### src/rtl/ram_arb_pkg.sv
// rtl/ram_arb_pkg.sv - shared state encoding, port indices and default widths for ram_arbiter
package ram_arb_pkg;

    typedef enum logic [1:0] {
        IDLE  = 2'd0,
        ISSUE = 2'd1,
        WAIT  = 2'd2,
        ACK   = 2'd3
    } state_t;

    localparam logic PORT0 = 1'b0;
    localparam logic PORT1 = 1'b1;

    localparam int DEF_ADDR_W      = 8;
    localparam int DEF_DATA_W      = 8;
    localparam int DEF_RAM_LATENCY = 1;

endpackage

### src/rtl/arb_pick.sv
// rtl/arb_pick.sv - two-port grant selection; round-robin by default, fixed priority with ARB_FIXED_PRIO_EN
module arb_pick
    import ram_arb_pkg::*;
(
    input  logic req0,
    input  logic req1,
    input  logic last,
    output logic gnt_valid,
    output logic gnt
);

`ifdef ARB_FIXED_PRIO_EN
    logic unused_last;
    assign unused_last = last;

    always_comb begin
        gnt_valid = req0 | req1;
        gnt       = req0 ? PORT0 : PORT1;
    end
`else
    // On a tie the port that was not served last wins.
    always_comb begin
        gnt_valid = req0 | req1;
        gnt       = PORT0;
        if (req0 && req1) begin
            gnt = ~last;
        end else if (req1) begin
            gnt = PORT1;
        end
    end
`endif

endmodule

### src/rtl/ram_arbiter.sv
// rtl/ram_arbiter.sv - shares one single-port RAM between two requesters (ARB_FIXED_PRIO_EN selects fixed priority)
module ram_arbiter
    import ram_arb_pkg::*;
#(
    parameter int ADDR_W      = DEF_ADDR_W,
    parameter int DATA_W      = DEF_DATA_W,
    parameter int RAM_LATENCY = DEF_RAM_LATENCY
) (
    input  logic              CLOCK_50,
    input  logic              Reset,
    input  logic              req0,
    input  logic              req1,
    input  logic              we0,
    input  logic              we1,
    input  logic [ADDR_W-1:0] addr0,
    input  logic [ADDR_W-1:0] addr1,
    input  logic [DATA_W-1:0] wdata0,
    input  logic [DATA_W-1:0] wdata1,
    output logic              ack0,
    output logic              ack1,
    output logic [DATA_W-1:0] rdata0,
    output logic [DATA_W-1:0] rdata1,
    output logic [ADDR_W-1:0] ram_addr,
    output logic [DATA_W-1:0] ram_data,
    output logic              ram_wren,
    input  logic [DATA_W-1:0] ram_q
);

    localparam int CNT_W = (RAM_LATENCY > 1) ? $clog2(RAM_LATENCY) : 1;

    state_t           state;
    state_t           state_nxt;
    logic             last;
    logic             cur;
    logic             lat_we;
    logic             gnt_valid;
    logic             gnt;
    logic [CNT_W-1:0] cnt;
    logic             last_wait;

    arb_pick u_pick (
        .req0      (req0),
        .req1      (req1),
        .last      (last),
        .gnt_valid (gnt_valid),
        .gnt       (gnt)
    );

    assign last_wait = (cnt == CNT_W'(RAM_LATENCY - 1));

    always_ff @(posedge CLOCK_50) begin
        if (Reset) begin
            state <= IDLE;
        end else begin
            state <= state_nxt;
        end
    end

    always_comb begin
        state_nxt = state;
        case (state)
            IDLE:    if (gnt_valid) state_nxt = ISSUE;
            ISSUE:   state_nxt = WAIT;
            WAIT:    if (last_wait) state_nxt = ACK;
            ACK:     state_nxt = IDLE;
            default: state_nxt = IDLE;
        endcase
    end

    // ram_* are loaded on the IDLE->ISSUE edge so they are valid, registered, during ISSUE;
    // ack and rdata are loaded on the WAIT->ACK edge so they appear together in ACK.
    always_ff @(posedge CLOCK_50) begin
        if (Reset) begin
            last     <= PORT1;
            cur      <= PORT0;
            lat_we   <= 1'b0;
            cnt      <= '0;
            ram_addr <= '0;
            ram_data <= '0;
            ram_wren <= 1'b0;
            ack0     <= 1'b0;
            ack1     <= 1'b0;
            rdata0   <= '0;
            rdata1   <= '0;
        end else begin
            ram_wren <= 1'b0;
            ack0     <= 1'b0;
            ack1     <= 1'b0;
            case (state)
                IDLE: begin
                    if (gnt_valid) begin
                        cur      <= gnt;
                        last     <= gnt;
                        lat_we   <= gnt ? we1 : we0;
                        ram_wren <= gnt ? we1 : we0;
                        ram_addr <= gnt ? addr1 : addr0;
                        ram_data <= gnt ? wdata1 : wdata0;
                    end
                end
                ISSUE: begin
                    cnt <= '0;
                end
                WAIT: begin
                    if (!last_wait) begin
                        cnt <= cnt + 1'b1;
                    end else begin
                        if (!lat_we && cur == PORT0) rdata0 <= ram_q;
                        if (!lat_we && cur == PORT1) rdata1 <= ram_q;
                        ack0 <= (cur == PORT0);
                        ack1 <= (cur == PORT1);
                    end
                end
                default: ;
            endcase
        end
    end

endmodule

### config.mk
export PLATFORM = sky130hd
export DESIGN_NAME = ram_arbiter
export DESIGN_NICKNAME = d
export VERILOG_FILES = /design/src/rtl/ram_arb_pkg.sv /design/src/rtl/arb_pick.sv /design/src/rtl/ram_arbiter.sv
export SDC_FILE = /design/constraint.sdc
export NUM_CORES = 1
export LEC_CHECK = 0
export BUFFER_PORTS_ARGS = -buffer_cell sky130_fd_sc_hd__buf_2
export CORE_UTILIZATION = 49
export DETAILED_ROUTE_END_ITERATION = 10
export PLACE_DENSITY = 0.84
export SLEW_MARGIN = 20
export SYNTH_ARGS = -nofsm -noshare
export SYNTH_HDL_FRONTEND = slang
export SYNTH_SLANG_ARGS = --single-unit
### constraint.sdc
create_clock -name CLOCK_50 -period 2.3 [get_ports CLOCK_50]
set_input_delay 0.345 -clock CLOCK_50 [delete_from_list [all_inputs] [get_ports CLOCK_50]]
set_output_delay 0.345 -clock CLOCK_50 [all_outputs]
set_load 0.005 [all_outputs]
# Word level (Yosys, flattened, before mapping)
# Cells that the tools add are included.
# totals
regBits,41
latch_bits,0
mem_bits_rw,0
romBits,0
inputBits,46
out_inout_bits,35
memories,0
# classes
add_sub_neg,1
n_mul,0
n_div,0
n_lt_le_gt_ge,0
eq_ne,5
n_shift,0
muxes,10
bitwise,7
reduce_logical,12
# ops
op,n
two-way mux 8 bit,2
case mux 2 bit (4 select lines),1
inverter 1 bit,6
AND reduction 3 bit,2
OR reduction 3 bit,2
"equality test 2 bit, second input constant",2
two-way mux 1 bit,4
two-way mux 2 bit,2
"!= test 2 bit, second input constant",2
AND reduction 2 bit,2
logical AND 1 bit,3
"equality test 2 x 1 -> 1 bit, second input constant",1
logical NOT 2 bit,1
case mux 1 bit (2 select lines),1
nonzero test 2 bit,1
"adder 1 bit, second input constant",1
logical NOT 1 bit,1
OR 1 bit,1

# Depth between registers and ports, before layout
# logic_depth
depth_word,3
ltp_mapped,7
depth_no_buf,5

# Modules after synthesis
# Synthesis repeated with hierarchy kept, for this count alone.
# unflattened
cells_unflattened,179
area_unflattened_um2,1650.3
# by_module_without_submodules
mod,instances,cells_per_inst,area_per_inst_um2
ram_arbiter,1,177,1636.6
arb_pick,1,2,13.8

# Worst setup path before layout
# No wires, ideal clock.
# synth_path
path_type,register to register
startpoint,register state[0]
endpoint,register rdata0[0]
setup_time_ns,0.130
arrival_ns,1.208
required_ns,2.170
slack_ns,0.962
stages_incl_launch_ff,7
path_cell_list,dfxtp_1 > inv_1 > ha_1 > nor3b_1 > buf_2 > mux2i_1 > nor2_1
# synth_between
elab_chain_len,2
# synth_lines
element,line_no,rtl
"start, declared",ram_arbiter.sv:31,state_t state;
"start signal, assigned",ram_arbiter.sv:55,state <= state_nxt;
equality test 2 bit,ram_arbiter.sv:89,case (state)
AND reduction 3 bit (no source line),n/a,
"end signal, assigned",ram_arbiter.sv:107,if (!lat_we && cur == PORT0) rdata0 <= ram_q;
"end, declared",ram_arbiter.sv:21,"output logic [DATA_W-1:0] rdata0,"
# No other way between the ends.
# A chain may end at the register's enable or synchronous reset.

# Worst setup path in the final report
# layout_path
startpoint,register state[0]
endpoint,register ram_data[2]
# layout_between
elab_chain_len,2
# layout_lines
element,line_no,rtl
logical NOT 2 bit,ram_arbiter.sv:89,
AND reduction 2 bit (no source line),n/a,
"end signal, assigned",ram_arbiter.sv:97,ram_data <= gnt ? wdata1 : wdata0;
"end, declared",ram_arbiter.sv:24,"output logic [DATA_W-1:0] ram_data,"
# No other way between the ends.

==> metrics.md <==
| Metric | Value |
|---|---|
| M1 WL | 1680 um |
| Combinational family with the most area after synthesis | compound AO/OA/AOI/OAI gates |
| First drt pass iteration count | 4 |
| TritonCTS clock tree | built |
| CP Data Required Time | 2550 ps |
| Layout Skew | 7.93 ps |
| DR vias | between 1500 and 2000 |
| Fmax | a little under 600 MHz |
| Area Overhead vs Synth | 28.6% |
| Setup crit start kind | register |
| WL/cell | 12.2 um |
| Sequential area share after synthesis | 46.5% |
| I/O pins | 81 |
| Design Area, Final | 0.00221 sq mm |
| Minimum clock period | about 1700 ps |
| Avg Cell Area, Syn | ~10 sq um |
| GP Congestion | 0.734 |
| Total number of yosys warnings | 0 |
| Initial Util | 51.2% |
| Area leader, netlist | dfxtp_1 |
| Nature of the critical path endpoint | register |
| Final worst-path setup slack | 589 ps |
| Congestion Overflow GR | 0 |
| Ant. Diodes | 0 |
| Resize count post-CTS | 0 |
| Fill count | 313 |
| Net Count, Synth | about 230 |
| Count leader, synth | dfxtp_1 |
| Drt first-iter violations | 88 |
| Hold Vio Cnt, Final | 0 |
| Skew-Pair Late Insertion Delay | between 300 and 400 ps |
| Crit-path max cell delay | 590 ps |
| Hold buffer count at cts | 0 |
| Antenna violation net count after detailed routing | 0 |
| Tightest Pin Transition | 810 ps |
| Die height | 61.3 um |
| Max FO, Critical Path | 18 |
| Simple-Gate Fraction of Synth Area | approximately 15% |
| Share of the synthesized area in the top cell type | around 47% |
| Routed vias/inst | between 5 and 6 |
| Final cycle utilization of the critical path | between 70% and 80% |
| Die area | 0.00375 sq mm |
| Hold Path Class | in2reg |
| Largest cells by area after synthesis | dfxtp_1 47%, mux2i_1 10%, nor2_1 8.1% |
| FFs w/ async S/R, synth | 0% |
| Initial antenna violation count | 0 |
| Synthesized flop and latch total | 40 |
| Metal3 WL | 126 um |
| WP data arrival | a little under 2000 ps |
| First-pass GRT wire length | 5540 um |
| RSZ-0062 raised after global routing | no |
| Final count of pins violating max slew | 0 |
| CP Cell Sequence | inv_1, ha_1, o21a_1, nor2_1, a211oi_1 |
| Cell area after synthesis | 0.00172 sq mm |
| Number of global-route vias before repair | between 1000 and 1500 |
| Uppermost routed layer | met4 |
| Die W | 61.3 um |
| Final setup vio count | 0 |
| GRT Resource Usage Total | 20.2% |
| Postcts setup bufs | 0 |
| Max-slew headroom | 46.0% |
| Largest net degree at the start of global routing | 41 |
| Lkg Pwr | 1.11 nW |
| Clock root buffer | clkbuf_4 |
| Post-Synth XOR/XNOR Area | 0% |
| Register-to-register setup slack | 590 ps |
| Synth Flop Type | dfxtp_1 |
| Max Cap Violations | 0 |
| Final WL | between 3000 and 4000 um |
| Clk sinks | 40 |
| Critical-path top delay cell | o21a_1 |
| WHS | 235 ps |
| Commonest cells in the netlist | 40 x dfxtp_1, 37 x nor2_1, 18 x mux2i_1 |
| Crit path kind | reg2reg |
| Core area | about 0.0034 sq mm |
| Yosys cell types | 26 |
| Placed Area | 0.00212 sq mm |
| Pwr/cell area | 1070 mW/mm^2 |
| Fin nets | between 300 and 400 |
| Dpl ws | 600 ps |
| PortBufs | 80 |
| VDD IR max | 589 uV |
| Post-synthesis mux area share | between 10% and 20% |
| Outcome | finished clean |
| Met2 wire length | 1840 um |
| Adder-cell share of the synthesized area | 2.18% |
| Worst-path clk slew | 120 ps |
| H-tree depth | 2 |
| Drt drc | 0 |
| Total CTS buffers | 5 |
| Layout cells sized above 1 | 44.3% |
| Number of synthesized flops with an enable pin | 0 |
| Mapped Cells | 177 |
| Dpl hpwl | 2560 um |
| Pwr Total | 0.00238 W |
| Compound-cell area share of the yosys netlist | around a fifth |
| Max clock buf depth | 2 |
| Setup TNS | 0 ps |
| Rows | 21 |
## placed cells by master (no fill, tap or decap), types with 2 or more instances in the layout
cell,n
buf_4,3
buf_2,80
a21oi_2,9
clkbuf_4,5
nor2_1,37
inv_1,2
clkbuf_8,2
a211oi_2,9
mux2i_1,18
nand2_1,16
a21oi_1,8
a211oi_1,9
ha_1,3
dfxtp_1,40
## critical path: cells and delay by family (launching register included)
family,cells,cell delay (ps)
AND/OR/NAND/NOR,1,100
AO/OA/AOI/OAI,2,830
flip-flops,1,330
adder cells (fa/ha/maj),1,270
buffers and inverters,1,100
## per-layer routing
layer / global-route usage [%] / vias to the layer above
li1: - / 762
met1: 24.5 / 711
met2: 34.3 / 35
met3: 4.62 / 5
met4: 8.44 / 0
met5: 0 / -
## logic make-up after synthesis
group	count (synthesis)
multiplexers	18
adder cells (fa/ha/maj)	3
buffers and inverters	15
AO/OA/AOI/OAI	41
AND/OR/NAND/NOR	60
flip-flops	40
## registers in the layout (all words and copies together), names as in the netlist
signal,flops
lat_we,1
ack1,1
ram_wren,1
ram_data,8
ram_addr,8
rdata1,8
cur,1
rdata0,8
last,1
ack0,1
state,2
## path summary, 6_finish.rpt
check	end	cells after the start	from
max	ram_data[2]	5	state[0]
min	ram_data[1]	3	wdata0[1]
min reg2reg	rdata0[5]	2	rdata0[5]
max reg2reg	ram_data[2]	5	state[0]
## metrics by stage
step / util, % / cells
floorplan: - / 177
finish: 65.8 / 301
CTS: 65.8 / 301
global route: 65.8 / 301
global placement: 63.0 / 293
detailed placement: 63.0 / 293
## power by group
part	switching, W	total, W	leakage [nW]	internal (W)
sequential	0.0000960	0.000961	0.328	0.000865
clock	0.000215	0.000504	0.0515	0.000289
combinational	0.000501	0.000915	0.733	0.000415
total	0.000812	0.00238	1.11	0.00157
## area by class of cell
class / instances / area, sq um / area share (%)
clock buffer: 7 / 65.1 / 2.94
sequential: 40 / 801 / 36.2
clock inverter: 1 / 30.0 / 1.36
multi-input combinational: 122 / 831 / 37.5
inverter: 2 / 7.51 / 0.339
tap: 46 / 57.6 / 2.60
timing repair buffer: 83 / 423 / 19.1
Power figures use the tool's default switching activity.
